`config.mk`:
```
export PLATFORM = sky130hd
export DESIGN_NAME = simple_gmii_port
export DESIGN_NICKNAME = d
export VERILOG_FILES = /design/src/rtl/simple_gmii_port.sv
export SDC_FILE = /design/constraint.sdc
export NUM_CORES = 1
export LEC_CHECK = 0
export BUFFER_PORTS_ARGS = -buffer_cell sky130_fd_sc_hd__buf_2
export CORE_MARGIN = 5
export CORE_UTILIZATION = 55
export DETAILED_ROUTE_END_ITERATION = 10
export HOLD_SLACK_MARGIN = 0.12
export PLACE_DENSITY = 0.77
export SLEW_MARGIN = 0
export SYNTH_ARGS = -nofsm -noshare
export SYNTH_HDL_FRONTEND = slang
export SYNTH_SLANG_ARGS = --single-unit
```
`constraint.sdc`:
```
create_clock -name clk -period 2.95 [get_ports clk]
set_input_delay 0.1475 -clock clk [delete_from_list [all_inputs] [get_ports clk]]
set_output_delay 0.1475 -clock clk [all_outputs]
set_load 0.01 [all_outputs]
```
`src/rtl/simple_gmii_port.sv`:
```
// simple_gmii_port: TV80 I/O-mapped byte port with a TX FIFO feeding a
// GMII-style transmit stream and an RX FIFO filled from the receive stream.
// Handshake: a CPU access is a level (io_select & strobe). A write acts on
// the first edge where it is seen. An RX_DATA read pops on the first edge
// after the read strobe is released.
module simple_gmii_port #(
    parameter int DEPTH_LOG2 = 6
) (
    input  logic       clk,
    input  logic       reset_n,
    input  logic       io_select,
    input  logic       rd_n,
    input  logic       wr_n,
    input  logic [2:0] io_addr,
    input  logic [7:0] io_data_in,
    output logic [7:0] io_data_out,
    output logic [7:0] tx_data,
    output logic       tx_dv,
    output logic       tx_er,
    input  logic [7:0] rx_data,
    input  logic       rx_dv,
    input  logic       rx_er
);
    localparam int CW = DEPTH_LOG2 + 1;
    localparam logic [CW-1:0] FULL_CNT = {1'b1, {DEPTH_LOG2{1'b0}}};

    typedef enum logic {TX_IDLE = 1'b0, TX_SEND = 1'b1} tx_state_e;

    logic [7:0] tx_mem_q [2**DEPTH_LOG2];
    logic [7:0] rx_mem_q [2**DEPTH_LOG2];

    tx_state_e             tx_state_q, tx_state_d;
    logic [DEPTH_LOG2-1:0] tx_wptr_q, tx_wptr_d, tx_rptr_q, tx_rptr_d;
    logic [CW-1:0]         tx_cnt_q, tx_cnt_d;
    logic                  tx_inject_q, tx_inject_d;
    logic                  tx_dv_q, tx_dv_d, tx_er_q, tx_er_d;
    logic [7:0]            tx_data_q, tx_data_d;
    logic [DEPTH_LOG2-1:0] rx_wptr_q, rx_wptr_d, rx_rptr_q, rx_rptr_d;
    logic [CW-1:0]         rx_cnt_q, rx_cnt_d;
    logic                  rx_ready_q, rx_ready_d, rx_err_q, rx_err_d;
    logic                  rx_ovf_q, rx_ovf_d, rx_acc_q, rx_acc_d;
    logic                  rx_dv_prev_q, rx_dv_prev_d;
    logic                  wr_prev_q, wr_prev_d, rd_prev_q, rd_prev_d;
    logic                  rd_pend_q, rd_pend_d;

    logic wr_act, rd_act, wr_pulse, ctrl_wr, txd_wr;
    logic tx_busy, tx_full, tx_push, tx_pop, tx_go;
    logic rx_start, rx_ok, rx_push, rx_pop, rx_discard;

    assign wr_act  = io_select & ~wr_n;
    assign rd_act  = io_select & ~rd_n;
    assign tx_busy = (tx_state_q == TX_SEND);
    assign tx_full = (tx_cnt_q == FULL_CNT);

    assign tx_data = tx_data_q;
    assign tx_dv   = tx_dv_q;
    assign tx_er   = tx_er_q;

    function automatic logic [7:0] sat8(input logic [CW-1:0] c);
        return (32'(c) > 32'd255) ? 8'hFF : 8'(c);
    endfunction

    // Next-state logic for the bus front end, TX sender and RX receiver.
    always_comb begin
        tx_state_d   = tx_state_q;
        tx_wptr_d    = tx_wptr_q;
        tx_rptr_d    = tx_rptr_q;
        tx_inject_d  = tx_inject_q;
        tx_dv_d      = 1'b0;
        tx_er_d      = 1'b0;
        tx_data_d    = 8'h00;
        rx_wptr_d    = rx_wptr_q;
        rx_rptr_d    = rx_rptr_q;
        rx_ready_d   = rx_ready_q;
        rx_err_d     = rx_err_q;
        rx_ovf_d     = rx_ovf_q;
        wr_prev_d    = wr_act;
        rd_prev_d    = rd_act;
        rx_dv_prev_d = rx_dv;

        wr_pulse   = wr_act & ~wr_prev_q;
        ctrl_wr    = wr_pulse && (io_addr == 3'd1);
        txd_wr     = wr_pulse && (io_addr == 3'd2);
        tx_push    = txd_wr && !tx_full && !tx_busy;
        tx_pop     = tx_busy && (tx_cnt_q != '0);
        tx_go      = ctrl_wr && io_data_in[0] && (tx_cnt_q != '0) && !tx_busy;
        rx_discard = ctrl_wr && io_data_in[1];

        if (tx_push) tx_wptr_d = tx_wptr_q + DEPTH_LOG2'(1);
        case (tx_state_q)
            TX_IDLE: begin
                if (tx_go) begin
                    tx_state_d  = TX_SEND;
                    tx_inject_d = io_data_in[2];
                end
            end
            TX_SEND: begin
                if (tx_cnt_q != '0) begin
                    tx_dv_d   = 1'b1;
                    tx_er_d   = tx_inject_q;
                    tx_data_d = tx_mem_q[tx_rptr_q];
                    tx_rptr_d = tx_rptr_q + DEPTH_LOG2'(1);
                end else begin
                    tx_state_d  = TX_IDLE;
                    tx_inject_d = 1'b0;
                end
            end
            default: tx_state_d = TX_IDLE;
        endcase
        tx_cnt_d = tx_cnt_q + CW'(tx_push) - CW'(tx_pop);

        // A pop is armed only if the read saw data, so an empty read never pops.
        rd_pend_d = rd_act ? (rd_pend_q | ((io_addr == 3'd3) && (rx_cnt_q != '0))) : 1'b0;
        rx_pop    = rd_pend_q && !rd_act && (rx_cnt_q != '0);

        rx_start = rx_dv & ~rx_dv_prev_q;
        rx_ok    = rx_start ? ((rx_cnt_q == '0) && !rx_ready_q) : rx_acc_q;
        rx_acc_d = rx_dv & rx_ok;
        rx_push  = rx_dv && rx_ok && ((rx_cnt_q != FULL_CNT) || rx_pop);
        if (rx_start && !rx_ok) rx_ovf_d = 1'b1;
        if (rx_dv && rx_ok && !rx_push) rx_ovf_d = 1'b1;
        if (rx_dv && rx_ok && rx_er) rx_err_d = 1'b1;
        if (rx_push) rx_wptr_d = rx_wptr_q + DEPTH_LOG2'(1);
        if (rx_pop) rx_rptr_d = rx_rptr_q + DEPTH_LOG2'(1);
        rx_cnt_d = rx_cnt_q + CW'(rx_push) - CW'(rx_pop);
        if (!rx_dv && rx_dv_prev_q && rx_acc_q && (rx_cnt_d != '0)) rx_ready_d = 1'b1;
        if (rx_pop && (rx_cnt_d == '0)) begin
            rx_ready_d = 1'b0;
            rx_err_d   = 1'b0;
        end
        if (rx_discard) begin
            rx_wptr_d  = '0;
            rx_rptr_d  = '0;
            rx_cnt_d   = '0;
            rx_ready_d = 1'b0;
            rx_err_d   = 1'b0;
            rx_ovf_d   = 1'b0;
            rx_acc_d   = 1'b0;
            rx_push    = 1'b0;
        end
    end

    // Register read mux; idle bus reads as zero.
    always_comb begin
        io_data_out = 8'h00;
        if (rd_act) begin
            case (io_addr)
                3'd0: io_data_out = {3'b000, tx_full, rx_ovf_q, rx_err_q, tx_busy, rx_ready_q};
                3'd3: io_data_out = (rx_cnt_q != '0) ? rx_mem_q[rx_rptr_q] : 8'h00;
                3'd4: io_data_out = sat8(rx_cnt_q);
                3'd5: io_data_out = sat8(tx_cnt_q);
                default: io_data_out = 8'h00;
            endcase
        end
    end

    // FIFO storage; contents are meaningful only under the counts, so no reset.
    always_ff @(posedge clk) begin
        if (tx_push) tx_mem_q[tx_wptr_q] <= io_data_in;
        if (rx_push) rx_mem_q[rx_wptr_q] <= rx_data;
    end

    // Control and status state with asynchronous reset.
    always_ff @(posedge clk or negedge reset_n) begin
        if (!reset_n) begin
            tx_state_q   <= TX_IDLE;
            tx_wptr_q    <= '0;
            tx_rptr_q    <= '0;
            tx_cnt_q     <= '0;
            tx_inject_q  <= 1'b0;
            tx_dv_q      <= 1'b0;
            tx_er_q      <= 1'b0;
            tx_data_q    <= 8'h00;
            rx_wptr_q    <= '0;
            rx_rptr_q    <= '0;
            rx_cnt_q     <= '0;
            rx_ready_q   <= 1'b0;
            rx_err_q     <= 1'b0;
            rx_ovf_q     <= 1'b0;
            rx_acc_q     <= 1'b0;
            rx_dv_prev_q <= 1'b0;
            wr_prev_q    <= 1'b0;
            rd_prev_q    <= 1'b0;
            rd_pend_q    <= 1'b0;
        end else begin
            tx_state_q   <= tx_state_d;
            tx_wptr_q    <= tx_wptr_d;
            tx_rptr_q    <= tx_rptr_d;
            tx_cnt_q     <= tx_cnt_d;
            tx_inject_q  <= tx_inject_d;
            tx_dv_q      <= tx_dv_d;
            tx_er_q      <= tx_er_d;
            tx_data_q    <= tx_data_d;
            rx_wptr_q    <= rx_wptr_d;
            rx_rptr_q    <= rx_rptr_d;
            rx_cnt_q     <= rx_cnt_d;
            rx_ready_q   <= rx_ready_d;
            rx_err_q     <= rx_err_d;
            rx_ovf_q     <= rx_ovf_d;
            rx_acc_q     <= rx_acc_d;
            rx_dv_prev_q <= rx_dv_prev_d;
            wr_prev_q    <= wr_prev_d;
            rd_prev_q    <= rd_prev_d;
            rd_pend_q    <= rd_pend_d;
        end
    end

    // rd_prev_q is kept as a debug view of the read strobe history.
    logic unused_rd_prev;
    assign unused_rd_prev = rd_prev_q;
endmodule

```
## Word level (Yosys, flattened, before mapping)

Memories as Yosys holds them, arrays and structs flattened.
Index checks and enable logic that the tools add are counted.

- Memories kept: 2
- Output and inout port bits: 18
- Register bits: 57
- RAM bits: 1,024
- Word-level logic and storage cells: 124
- Input bits: 26

Memory list:

| memory | depth | bits a word | read ports | clocked after Yosys merged registers in | wr ports | RTL line | source |
|---|---|---|---|---|---|---|---|
| rx_mem_q | 64 | 8 | 1 | 0 | 1 | 30 | `logic [7:0] rx_mem_q [2**DEPTH_LOG2];` |
| tx_mem_q | 64 | 8 | 1 | 0 | 1 | 29 | `logic [7:0] tx_mem_q [2**DEPTH_LOG2];` |

- Bitwise gates (word level): 11
- Mux-type cells: 35
- Add/subtract/negate cells: 8
- Reductions and logical operators: 42
- Equality and inequality tests: 8

Operator list:

| cell | count |
|---|---|
| $mux 8 | 4 |
| $pmux 8 s4 | 1 |
| $add 6x1->6 const B | 4 |
| $mux 6 | 4 |
| $mux 1 | 23 |
| $logic_and 1x1->1 | 22 |
| $reduce_bool 7->1 | 3 |
| $add 7x1->7 | 2 |
| $logic_not 7->1 | 2 |
| $sub 7x1->7 | 2 |
| $reduce_bool 3->1 | 3 |
| $eq 7x7->1 const B | 1 |
| $logic_not 1->1 | 7 |
| $mux 7 | 1 |
| $ne 7x7->1 const B | 1 |
| $eq 3x2->1 const B | 2 |
| $eq 3x3->1 const B | 2 |
| $and 1x1->1 | 5 |
| $not 1->1 | 5 |
| $pmux 1 s2 | 2 |
| $reduce_bool 2->1 | 2 |
| $eq 3x1->1 const B | 1 |
| $logic_not 3->1 | 1 |
| $ne 2x2->1 const B | 1 |
| 3 further kinds | 3 |

## Logic depth before layout (Yosys ltp)

Gate-level depths: netlist (run 1).

- Word-level depth: 14
- Depth in mapped cells: 18
- Mapped depth without buffers: 17

## Least setup slack after synthesis (run 1)

No wires, ideal clock.

- Path kind: flip-flop to flip-flop
- Start: register rx_cnt_q[2]
- End: register rx_ready_q
- Path slack: -0.181 ns
- Data arrival time: 2.993 ns
- Cell stages (with the launch flop): 15
- Clock period less this slack: 3.131 ns
- Library setup time: 0.138 ns
- Path buffers: 0
- Required time: 2.812 ns
- Cell sequence: dfrtp_1 inv_1 ha_1 nand4bb_4 a211oi_1 nand3b_1 o21ai_0 ha_1 fa_1 a21oi_1 o311ai_0 a21oi_1 xnor2_1 nor4_1 nor4_1

- Word-level cells in the longest chain between the ends: 11
- Elaborated cells between the ends (all ways): 18
- Classes of those cells: 2 x add/sub; 1 x eq/ne; 3 x mux; 12 x reduce/logical

Ends and longest elaborated chain:

| what | RTL line | source |
|---|---|---|
| start: declaration | 39 | `logic [CW-1:0] rx_cnt_q, rx_cnt_d;` |
| start signal: assignment | 196 | `rx_cnt_q <= rx_cnt_d;` |
| $logic_not 7->1 | 117 | `rx_ok = rx_start ? ((rx_cnt_q == '0) && !rx_ready_q) : rx_acc_q;` |
| $logic_and 1x1->1 | 117 |  |
| $mux 1 | 117 |  |
| $logic_and 1x1->1 (2 in a row) | 119 | `rx_push = rx_dv && rx_ok && ((rx_cnt_q != FULL_CNT) \|\| rx_pop);` |
| $add 7x1->7 | 125 | `rx_cnt_d = rx_cnt_q + CW'(rx_push) - CW'(rx_pop);` |
| $sub 7x1->7 | 125 |  |
| $logic_not 7->1 | 127 | `if (rx_pop && (rx_cnt_d == '0)) begin` |
| $logic_and 1x1->1 | 127 |  |
| $mux 1 | 127 |  |
| $mux 1 | 131 | `if (rx_discard) begin` |
| end signal: assignment | 197 | `rx_ready_q <= rx_ready_d;` |
| end: declaration | 40 | `logic rx_ready_q, rx_ready_d, rx_err_q, rx_err_d;` |

Parallel ways exist; a longest one is shown, timed or not.
A chain may end at the register's enable or synchronous reset.

## Worst setup path in the final report (run 1)

- Start: register rx_rptr_q[0]
- End: output io_data_out[5]

- Word-level cells in the longest chain between the ends: 4

Ends and longest elaborated chain:

| what | RTL line | source |
|---|---|---|
| start: declaration | 38 | `logic [DEPTH_LOG2-1:0] rx_wptr_q, rx_wptr_d, rx_rptr_q, rx_rptr_d;` |
| start signal: assignment | 195 | `rx_rptr_q <= rx_rptr_d;` |
| $mem_v2 64x8 | n/a |  |
| $mux 8 | 149 | `3'd3: io_data_out = (rx_cnt_q != '0) ? rx_mem_q[rx_rptr_q] : 8'h00;` |
| $pmux 8 s4 | 147 | `case (io_addr)` |
| $mux 8 | 146 | `if (rd_act) begin` |
| end: declaration | 16 | `output logic [7:0] io_data_out,` |

Every way passes these cells.

==> results of run 1 <==
==> kinds of logic after synthesis <==
family / Yosys count
buf+inv: 136
fa+ha+maj: 23
simple gates: 316
compound gates: 168
mux: 350
xor+xnor: 30
flops: 1081
==> through the flow <==
step | TNS (ns) | cell area [um2] | hold slack, ns | utilization, %
3_3_place_gp | -0.347 | 45600 | 0.322 | 59.1
6_report | -3.80 | 50300 | 0.169 | 65.1
5_1_grt | -4.89 | 50300 | 0.154 | 65.1
2_1_floorplan | -0.0946 | 42800 | -0.148 | -
3_5_place_dp | -0.777 | 45600 | 0.326 | 59.1
4_1_cts | -3.26 | 49900 | 0.133 | 64.6
==> worst reg2reg max path: cells and delay by family (launching register included) <==
family          cells  cell delay [ns]
compound gates      5             0.92
xor+xnor            1             0.17
fa+ha+maj           3             0.59
buf+inv             2             0.26
flops               1             0.39
simple gates        4             0.67
==> worst max path at each step <==
| stage | start | cells past startpoint | to | slack (ns) |
|---|---|---|---|---|
| after global routing | rx_rptr_q[0] | 10 | io_data_out[7] | -0.56 |
| after CTS | rx_rptr_q[0] | 9 | io_data_out[5] | -0.50 |
| after detailed placement | rx_cnt_q[2] | 15 | rx_ready_q | -0.23 |
| final | rx_rptr_q[0] | 9 | io_data_out[5] | -0.50 |
| after global placement | rx_rptr_q[0] | 9 | io_data_out[5] | -0.14 |
| after floorplan | rx_cnt_q[2] | 14 | rx_err_q | -0.05 |
==> flip-flops by register name, summed over array words and instances, names as in the netlist, 6 cells and up <==
signal / count
rx_cnt_q: 7
rx_mem_q: 512
rx_rptr_q: 6
rx_wptr_q: 6
tx_cnt_q: 7
tx_data: 8
tx_mem_q: 512
tx_rptr_q: 6
tx_wptr_q: 6
==> final cells by class <==
class,count,area (um2),area share (%)
clock inverter,56,633,1.26
timing repair buffer,331,2750,5.46
sequential,1081,32200,64.0
tap,1040,1300,2.59
clock buffer,139,2840,5.64
inverter,27,106,0.212
multi-input combinational,887,10400,20.8
==> layout by cell type, fill, tap and decap left out, types with 9 or more instances in the layout <==
master,netlist,routed
o21ai_0,19,16
mux4_2,254,254
o22ai_1,14,12
a22oi_1,33,24
xor2_1,11,11
buf_2,19,39
nand3_1,24,21
nor2b_1,13,12
nand4_1,10,10
edfxtp_1,1024,1024
a211oi_1,22,12
a21oi_1,27,22
buf_6,9,16
mux2i_1,92,81
clkbuf_1,47,27
a22oi_2,0,9
nand2_1,47,41
xnor2_1,19,17
clkbuf_16,0,106
inv_1,27,18
dfrtp_1,57,51
dlygate4sd3_1,0,12
buf_4,17,245
bufinv_16,0,9
buf_12,0,14
ha_1,21,15
clkinv_2,0,20
clkinv_1,0,13
nor2_2,0,15
nor2_1,167,151
==> power by group <==
group | internal [W] | switching [W] | total [W]
combinational | 0.00612 | 0.00593 | 0.0120
sequential | 0.0171 | 0.000613 | 0.0177
clock | 0.00761 | 0.00572 | 0.0133
total | 0.0308 | 0.0123 | 0.0431
==> layer usage <==
| metal | track usage (%) | share of wire (%) | vias to the layer above | routed length (um) |
|---|---|---|---|---|
| li1 | - | - | 9291 | - |
| met1 | 33.6 | 37 | 11700 | 37300 |
| met2 | 39.6 | 50 | 1329 | 50400 |
| met3 | 3.98 | 8.4 | 250 | 8360 |
| met4 | 8.91 | 3.9 | 0 | 3910 |
| met5 | 0 | 0 | - | 0 |
==> what timing repair did <==
item,4_1_cts,5_1_grt
hold endpoints to repair,146,0
pin swaps,37,30
resized for setup,76,65
setup endpoints to repair,23,353
hold buffers,12,0
buffers inserted,31,13
gates cloned,2,0
==> impl_metrics.sql, run 1 <==
INSERT INTO impl_metrics (metric_group, metric, value, unit) VALUES
('global_routing', 'global_route.overflow_total', '0', ''),
('yosys', 'synthDistinctLibCells', '61', ''),
('clock_tree', 'cts_root_buffer', 'clkbuf_16', ''),
('sta', 'finalSetupViolations', '10', ''),
('route', 'drtAntennaViolNets', '0', ''),
('sta', 'final_max_slew_viol_count', '0', ''),
('yosys', 'synthXorXnorAreaFrac', '0.615', '%'),
('critical_path', 'cpPeakStageDelay', '0.51', 'ns'),
('placement', 'finalWeightedCongestion', '0.886', ''),
('sta', 'fin_skew', '0.0564', 'ns'),
('yosys', 'syn-mean-instance-area', '20.3', 'um2'),
('pwr', 'p_total', '0.0431', 'W'),
('clock_tree', 'cts_made_buffers', '105', ''),
('route', 'overall_via_count_from_detail_route', '22500', ''),
('yosys', 'synth_commonest_cells', 'edfxtp_1 (1,024), mux4_2 (254), nor2_1 (167), mux2i_1 (92), dfrtp_1 (57)', ''),
('clock_tree', 'clockBufferDepth', '3', ''),
('pwr', 'pwr_density_cell', '857', 'nW/um2'),
('critical_path', 'critPathMostFrequentCell', 'buf_12', ''),
('yosys', 'area_share_of_the_largest_cell_type_after_synthesis', '72.0', '%'),
('die', 'floorplan.die.height', '289', 'um'),
('yosys', 'yosys_register_bits', '1081', ''),
('layout', 'n_fill_cell', '4815', ''),
('critical_path', 'timing.critical_path.cells', 'buf_12 > buf_12 > buf_12 > mux4_2 > a2111oi_4 > buf_4 > a211oi_2 > a311o_1 > buf_2', ''),
('critical_path', 'slowest_stage', 'dfrtp_4', ''),
('yosys', 'synthSimpleGateAreaFrac', '3.43', '%'),
('sta', 'tightest_slew', '1.27', 'ns'),
('yosys', 'syn-instance-count', '2104', ''),
('critical_path', 'reg2reg_setup_slack', '-0.14', 'ns'),
('run_status', 'run_status', 'finished with violations', ''),
('clock_tree', 'cts.reportedPaths.clkPinSlew', '0.06', 'ns'),
('flow_run', 'timing.max_cap.violations', '0', ''),
('yosys', 'ys_top_cells_by_area', 'edfxtp_1 (72%), mux4_2 (13%), dfrtp_1 (3.3%)', ''),
('sta', 'rsz0062_at_grt', 'true', ''),
('yosys', 'synth.yosys.warnings', '0', ''),
('critical_path', 'worst_ep_required_time', '2.80', 'ns'),
('layout', 'layout-drive-gt1-share', '33.6', '%'),
('yosys', 'synth-edff-count', '1024', ''),
('pwr', 'vdd_ir_drop_max', '0.000961', 'V'),
('placement', 'dp_hpwl', '60200', 'um'),
('layout', 'fin_nets', '2482', ''),
('run_status', 'failed_checks', 'setup timing', ''),
('worst_hold_path', 'holdCritPathClass', 'input port to register', ''),
('route', 'wirelength_per_cell', '28.1', 'um'),
('die', 'initial_utilization', '55.3', '%'),
('critical_path', 'critical_path.startpoint_type', 'register', ''),
('sta', 'worst_slack', '-0.496', 'ns'),
('die', 'floorplan.core_area', '77200', 'um2'),
('placement', 'pre_cts_ws', '-0.231', 'ns'),
('pwr', 'p_leak', '16.6', 'nW'),
('yosys', 'synth_top_family_by_area', 'multiplexers', ''),
('die', 'core.rowCount', '102', ''),
('global_routing', 'wire_length_of_the_first_global_routing_pass', '150000', 'um'),
('global_routing', 'grt_antenna_before_repair', '0', ''),
('sta', 'maxClockFrequency', '290', 'MHz'),
('yosys', 'synth_largest_area_cell', 'edfxtp_1', ''),
('placement', 'buffer_ports.inserted', '43', ''),
('sta', 'slew_headroom', '15.2', '%'),
('sta', 'finalCritPeriodShare', '117', '%'),
('global_routing', 'global_routing_usage_summed_across_all_routing_layers', '24.2', '%'),
('critical_path', 'critical_path.reg2reg.endpoint', 'rx_ready_q', ''),
('global_routing', 'vias_in_the_first_global_route', '23300', ''),
('sta', 'period_minus_slack', '3.45', 'ns'),
('yosys', 'netlist_area', '42700', 'um2'),
('route', 'detail_route.first_pass.iterations', '5', ''),
('clock_tree', 'worstSkewPairLatency', '0.69', 'ns'),
('route', 'detailedRoute.firstIterationViolations', '2808', ''),
('die', 'die_area', '83400', 'um2'),
('die', 'io-pin-count', '44', ''),
('sta', 'final_hold_viol_count', '0', ''),
('critical_path', 'critical_path.reg2reg.startpoint', 'rx_cnt_q[3]', ''),
('placement', 'dp.cells', '3310', '');
(Power assumes the default switching activity.)
==> inputs of run 2 (changes only) <==
Settings changed: BUFFER_PORTS_ARGS -buffer_cell sky130_fd_sc_hd__buf_2 to -buffer_cell sky130_fd_sc_hd__buf_4.
==> run 2 against run 1 <==
  * Die area did not move
  * Global-route usage rose by 0.25 points
  * Utilization rose by 0.69 points
  * Routed wire length rose by 1.3%
  * The run still ends with setup timing left
  * Sequential power barely moved
  * Largest cell class unchanged
  * Highest routed layer unchanged
  * Non-clock buffer count rose by 6
  * Fmax rose by 0.66%
  * Cell count rose by 0.17%
==> impl_metrics.sql, run 2 (synthesized netlist as in run 1, its figures left out) <==
INSERT INTO impl_metrics (metric_group, metric, value, unit) VALUES
('global_routing', 'global_routing_usage_summed_across_all_routing_layers', '24.5', '%'),
('pwr', 'vdd_ir_drop_max', '0.000694', 'V'),
('worst_hold_path', 'holdCritPathClass', 'input port to asynchronous set/reset pin', ''),
('placement', 'dp_hpwl', '59000', 'um'),
('sta', 'slew_headroom', '39.2', '%'),
('pwr', 'pwr_density_cell', '867', 'nW/um2'),
('sta', 'final_hold_viol_count', '0', ''),
('critical_path', 'worstPathArrival', '3.28', 'ns'),
('critical_path', 'cpPeakStageDelay', '0.51', 'ns'),
('critical_path', 'critical_path_depth', '9', ''),
('critical_path', 'critPathBufInv', '4', ''),
('die', 'core.rowCount', '102', ''),
('route', 'wirelength_per_cell', '28.4', 'um'),
('global_routing', 'wire_length_of_the_first_global_routing_pass', '151000', 'um'),
('critical_path', 'timing.critical_path.cells', 'buf_12 > buf_16 > buf_12 > mux4_2 > a22o_2 > a221oi_4 > a211oi_2 > a311o_1 > buf_4', ''),
('placement', 'finalWeightedCongestion', '0.896', ''),
('global_routing', 'grt_start_max_net_pins', '66', ''),
('clock_tree', 'clockBufferDepth', '3', ''),
('critical_path', 'crit_start', 'rx_rptr_q[0]', ''),
('route', 'overall_via_count_from_detail_route', '22600', ''),
('layout', 'layout-drive-gt1-share', '33.5', '%'),
('sta', 'final_max_slew_viol_count', '0', ''),
('sta', 'rsz0062_at_grt', 'true', ''),
('global_routing', 'grt_antenna_before_repair', '1', ''),
('die', 'floorplan.core_area', '77200', 'um2'),
('placement', 'dp.cells', '3297', ''),
('critical_path', 'crit_path_end_kind', 'output port', ''),
('run_status', 'failed_checks', 'setup timing', ''),
('die', 'dieWidth', '289', 'um'),
('critical_path', 'critical_path.reg2reg.startpoint', 'rx_cnt_q[3]', ''),
('critical_path', 'critical_path.startpoint_type', 'register', ''),
('sta', 'period_minus_slack', '3.42', 'ns'),
('die', 'floorplan.die.height', '289', 'um'),
('layout', 'layout.cells.most_common', 'edfxtp_1', ''),
('critical_path', 'critical_path.reg2reg.endpoint', 'rx_ready_q', ''),
('critical_path', 'critPathMaxFanout', '7', ''),
('route', 'detail_route.vias_per_cell', '6.34', ''),
('flow_run', 'timing.max_cap.violations', '0', ''),
('sta', 'tightest_slew', '0.903', 'ns'),
('die', 'initial_utilization', '55.3', '%'),
('die', 'die_area', '83400', 'um2'),
('layout', 'syn_to_final_growth', '18.9', '%'),
('critical_path', 'reg2reg_setup_slack', '-0.31', 'ns'),
('placement', 'buffer_ports.inserted', '43', ''),
('critical_path', 'slowest_stage', 'mux4_2', ''),
('sta', 'finalSetupViolations', '11', ''),
('critical_path', 'critPathTopFamily', 'compound AO/OA/AOI/OAI gates', ''),
('sta', 'fin_skew', '0.0448', 'ns'),
('critical_path', 'worst_ep_required_time', '2.80', 'ns'),
('layout', 'diodes', '0', ''),
('sta', 'worst_slack', '-0.474', 'ns'),
('clock_tree', 'cts.reportedPaths.clkPinSlew', '0.07', 'ns'),
('sta', 'finalHoldWorstSlack', '0.149', 'ns'),
('route', 'wl', '101000', 'um'),
('critical_path', 'critPathKind', 'register to output port', ''),
('critical_path', 'critPathMostFrequentCell', 'buf_12', ''),
('layout', 'layout.cells.most_common_list', 'edfxtp_1 (1,024), buf_4 (258), mux4_2 (254), nor2_1 (158), clkbuf_16 (105)', ''),
('critical_path', 'worstRegToRegCells', '15', ''),
('clock_tree', 'worstSkewPairLatency', '0.68', 'ns'),
('die', 'io-pin-count', '44', ''),
('clock_tree', 'tritoncts', 'yes', ''),
('route', 'detail_route.first_pass.iterations', '8', ''),
('layout', 'fin_cells', '3567', ''),
('route', 'drtAntennaViolNets', '0', ''),
('run_status', 'run_status', 'finished with violations', ''),
('pwr', 'p_leak', '16.8', 'nW'),
('clock_tree', 'clkSinkCount', '1081', ''),
('global_routing', 'vias_in_the_first_global_route', '23300', ''),
('clock_tree', 'cts_root_buffer', 'clkbuf_16', ''),
('clock_tree', 'h-tree-depth', '3', ''),
('sta', 'maxClockFrequency', '292', 'MHz'),
('global_routing', 'global_route.overflow_total', '0', ''),
('route', 'detailedRoute.firstIterationViolations', '2925', ''),
('clock_tree', 'cts_made_buffers', '104', ''),
('sta', 'finalCritPeriodShare', '116', '%'),
('route', 'drc', '0', ''),
('layout', 'fin_nets', '2487', '');
==> run 2: cell count changes in the layout (fill, tap and decap cells not counted), moves of 11 or more <==
cell           previous run  this run
bufinv_16                 9        20
clkbuf_1                 27        12
dlygate4sd3_1            12        24
buf_2                    39         0
buf_4                   245       258
==> run 2: worst max path at each step <==
stage	end	slack, ns
global route	io_data_out[6]	-0.50
CTS	io_data_out[6]	-0.41
detailed placement	rx_err_q	-0.29
floorplan	rx_err_q	-0.05
global placement	rx_err_q	-0.07
finish	io_data_out[6]	-0.47
==> run 2: cell type report <==
cell class / instances / area [um2]
sequential: 1081 / 32200
multi-input combinational: 887 / 10400
timing repair buffer: 337 / 3080
inverter: 27 / 104
tap: 1040 / 1300
fill: 4704 / 26400
clock inverter: 74 / 988
clock buffer: 121 / 2730
==> run 2: worst register-to-register path: cells and delay by family (launching register included) <==
family,cells,cell delay (ns)
compound gates,5,1.02
xor+xnor,1,0.13
fa+ha+maj,3,0.71
buf+inv,1,0.09
flops,1,0.40
simple gates,5,0.81
==> run 2: per-stage QoR <==
stage / instance area, um2 / total power (W) / utilization, % / setup slack, ns / setup TNS [ns]
after floorplan: 42800 / 0.0250 / - / -0.0516 / -0.0946
after global placement: 45700 / 0.0285 / 59.2 / -0.0691 / -0.132
after detailed placement: 45700 / 0.0287 / 59.2 / -0.287 / -2.57
after CTS: 50500 / 0.0437 / 65.4 / -0.406 / -3.24
after global routing: 50800 / 0.0456 / 65.8 / -0.496 / -4.88
final: 50800 / 0.0440 / 65.8 / -0.474 / -3.68
==> run 2: repair_timing <==
item | CTS | global route
setup buffers | 40 | 16
resized for setup | 93 | 57
cloned | 2 | 0
hold endpoints to repair | 973 | 0
pin swaps | 36 | 30
setup endpoints to repair | 77 | 442
hold buffers | 24 | 0
==> run 2: power breakdown <==
| group | switching (W) | internal, W | total [W] |
|---|---|---|---|
| Sequential | 0.000599 | 0.0171 | 0.0177 |
| Combinational | 0.00597 | 0.00621 | 0.0122 |
| Clock | 0.00576 | 0.00843 | 0.0142 |
| Total | 0.0123 | 0.0317 | 0.0440 |
==> run 2: routing by layer <==
layer  global-route usage (%)  routed length [um]
met5                        0                   0
met4                     8.56                3900
met3                     4.45                8900
met2                     40.6               51500
met1                     33.3               37100
==> inputs of run 3 (changes only) <==
Settings changed: CORE_UTILIZATION 55 to 50, PLACE_DENSITY 0.77 to 0.71.
==> run 3 against run 2 <==
  * The run still ends with setup timing left
  * Sequential power about the same
  * Cell count grew 3.3%
  * Routed wire length down 3.9%
  * Clock power is 4% lower
  * Utilization fell by 6.2 points
==> impl_metrics.sql, run 3 (synthesized netlist as in run 1, its figures left out) <==
INSERT INTO impl_metrics (metric_group, metric, value, unit) VALUES
('sta', 'tightest_slew', '0.908', 'ns'),
('critical_path', 'critPathKind', 'register to output port', ''),
('layout', 'layout-drive-gt1-share', '33.1', '%'),
('die', 'core.rowCount', '107', ''),
('layout', 'layout.cells.most_common_list', 'edfxtp_1 (1,024), buf_4 (291), mux4_2 (254), nor2_1 (158), clkbuf_16 (109)', ''),
('route', 'top_routing_layer_in_use', 'met4', ''),
('global_routing', 'global_routing_usage_summed_across_all_routing_layers', '21.4', '%'),
('route', 'sum_of_met2_wire_segment_lengths_after_detailed_routing', '47100', 'um'),
('layout', 'syn_to_final_growth', '18.5', '%'),
('placement', 'dp.cells', '3425', ''),
('critical_path', 'worst_ep_required_time', '2.80', 'ns'),
('global_routing', 'grt_start_max_net_pins', '66', ''),
('clock_tree', 'cts.reportedPaths.clkPinSlew', '0.06', 'ns'),
('sta', 'final_hold_viol_count', '0', ''),
('critical_path', 'critical_path.startpoint_type', 'register', ''),
('pwr', 'vdd_ir_drop_max', '0.000543', 'V'),
('sta', 'final_max_slew_viol_count', '0', ''),
('sta', 'maxClockFrequency', '298', 'MHz'),
('run_status', 'run_status', 'finished with violations', ''),
('critical_path', 'critPathMaxFanout', '5', ''),
('sta', 'rsz0062_at_grt', 'true', ''),
('pwr', 'share_seq_of_total_power', '40.7', '%'),
('die', 'dieWidth', '302', 'um'),
('sta', 'slew_headroom', '39.3', '%'),
('placement', 'finalWeightedCongestion', '0.857', ''),
('clock_tree', 'clkSinkCount', '1081', ''),
('global_routing', 'vias_in_the_first_global_route', '22600', ''),
('route', 'm1_wire_length', '39600', 'um'),
('clock_tree', 'h-tree-depth', '3', ''),
('layout', 'flip_flop_and_latch_area', '32200', 'um2'),
('pwr', 'clk_network_pwr_share', '31.7', '%'),
('critical_path', 'slowest_stage', 'dfrtp_4', ''),
('layout', 'diodes', '0', ''),
('route', 'detailedRoute.firstIterationViolations', '2559', ''),
('placement', 'dp_hpwl', '59200', 'um'),
('layout', 'fin_cells', '3685', ''),
('pwr', 'p_leak', '16.7', 'nW'),
('route', 'overall_via_count_from_detail_route', '22200', ''),
('sta', 'fin_skew', '0.0261', 'ns'),
('clock_tree', 'worstSkewPairLatency', '0.66', 'ns'),
('sta', 'finalCritPeriodShare', '114', '%'),
('critical_path', 'reg2reg_setup_slack', '-0.20', 'ns'),
('sta', 'period_minus_slack', '3.36', 'ns'),
('critical_path', 'worstRegToRegCells', '15', ''),
('critical_path', 'critical_path.reg2reg.endpoint', 'rx_err_q', ''),
('layout', 'n_fill_cell', '5871', ''),
('global_routing', 'grt_antenna_before_repair', '0', ''),
('die', 'die_area', '91400', 'um2'),
('route', 'detail_route.vias_per_cell', '6.03', ''),
('clock_tree', 'cts_made_buffers', '106', ''),
('layout', 'multi_input_area', '10400', 'um2'),
('sta', 'finalSetupViolations', '10', ''),
('layout', 'layout.cells.most_common', 'edfxtp_1', ''),
('layout', 'utilization', '59.6', '%'),
('die', 'initial_utilization', '50.3', '%'),
('critical_path', 'worstPathArrival', '3.21', 'ns'),
('pwr', 'power.share.switching', '27.7', '%'),
('pwr', 'p_comb_share', '27.7', '%'),
('critical_path', 'timing.critical_path.cells', 'buf_12 > buf_12 > buf_6 > mux4_2 > a22o_1 > a221oi_2 > buf_4 > a211oi_4 > a311o_1 > buf_6', ''),
('pwr', 'p_int', '0.0313', 'W'),
('layout', 'fin_nets', '2499', ''),
('placement', 'buffer_ports.inserted', '43', ''),
('route', 'wl', '97400', 'um'),
('critical_path', 'critical_path.reg2reg.startpoint', 'rx_cnt_q[3]', ''),
('run_status', 'failed_checks', 'setup timing', ''),
('placement', 'placed_area', '46000', 'um2'),
('flow_run', 'timing.max_cap.violations', '0', ''),
('global_routing', 'global_route.overflow_total', '0', ''),
('layout', 'final_design_area_no_fill', '50700', 'um2'),
('pwr', 'p_sw', '0.0120', 'W'),
('critical_path', 'cpPeakStageDelay', '0.50', 'ns'),
('route', 'drtAntennaViolNets', '0', ''),
('critical_path', 'crit_path_end_kind', 'output port', ''),
('route', 'drc', '0', ''),
('route', 'detail_route.first_pass.iterations', '6', ''),
('clock_tree', 'cts_root_buffer', 'clkbuf_16', ''),
('clock_tree', 'clockBufferDepth', '3', ''),
('worst_hold_path', 'holdCritPathClass', 'input port to asynchronous set/reset pin', ''),
('route', 'wirelength_per_cell', '26.4', 'um'),
('sta', 'finalHoldWorstSlack', '0.159', 'ns'),
('route', 'met3_length', '8600', 'um'),
('die', 'floorplan.core_area', '85000', 'um2'),
('die', 'floorplan.die.height', '302', 'um'),
('sta', 'worst_slack', '-0.406', 'ns'),
('die', 'io-pin-count', '44', ''),
('clock_tree', 'tritoncts', 'yes', ''),
('pwr', 'pwr_density_cell', '854', 'nW/um2'),
('global_routing', 'wire_length_of_the_first_global_routing_pass', '146000', 'um');
==> run 3: changes by cell type in the layout (fill, tap and decap cells not counted), moves of 5 or more <==
cell / change
clkinv_1: +5
bufinv_16: -6
buf_4: +33
clkbuf_1: +13
nand3_2: +7
buf_6: -15
buf_12: -6
clkinv_2: -9
==> run 3: critical path: cells and delay by family (launching register included) <==
| family | cells | cell delay, ns |
|---|---|---|
| AOI/OAI and AO/OA | 4 | 0.91 |
| buffers and inverters | 5 | 0.73 |
| DFF | 1 | 0.50 |
| muxes | 1 | 0.40 |
==> run 3: power by group through the flow <==
stage               Clock (W)  Sequential (W)  Combinational, W
floorplan                   0          0.0176           0.00744
global placement            0          0.0180            0.0106
global route           0.0147          0.0176            0.0127
detailed placement          0          0.0180            0.0107
CTS                    0.0139          0.0176            0.0114
finish                 0.0137          0.0176            0.0120
==> run 3: through the flow <==
stage / total power, W / setup TNS (ns) / setup WS, ns
floorplan: 0.0250 / -0.0946 / -0.0516
global placement: 0.0286 / -0.502 / -0.272
detailed placement: 0.0287 / -0.888 / -0.316
CTS: 0.0430 / -3.09 / -0.410
global route: 0.0450 / -3.96 / -0.436
finish: 0.0433 / -2.90 / -0.406
==> run 3: worst max path at each step <==
stage,endpoint,depth (start not counted),slack [ns],startpoint
floorplan,rx_err_q,14,-0.05,rx_cnt_q[2]
global placement,io_data_out[4],9,-0.27,rx_rptr_q[0]
detailed placement,rx_ready_q,15,-0.32,rx_cnt_q[2]
CTS,io_data_out[6],9,-0.41,rx_rptr_q[0]
global route,io_data_out[5],8,-0.44,rx_rptr_q[0]
finish,io_data_out[5],10,-0.41,rx_rptr_q[0]
==> run 3: cell type report <==
cell class,count,share of cell area [%]
Clock buffer,139,5.68
Clock inverter,60,1.38
Inverter,27,0.205
Multi-Input combinational cell,887,20.5
Tap cell,1144,2.83
Timing Repair Buffer,347,5.86
Sequential cell,1081,63.6
==> run 3: metal layers <==
metal | global-route usage (%) | vias up
met5 | 0 | -
met4 | 5.15 | 0
met3 | 4.16 | 154
met2 | 33.8 | 1080
met1 | 31.4 | 11700
li1 | - | 9330
==> run 3: what timing repair did <==
item,in CTS,in global routing
hold buffers,23,0
setup buffers,20,17
gates resized for setup,65,57
gates cloned,0,1
pin swaps,14,37
endpoints found under the hold margin,991,0
setup endpoints to repair,11,329
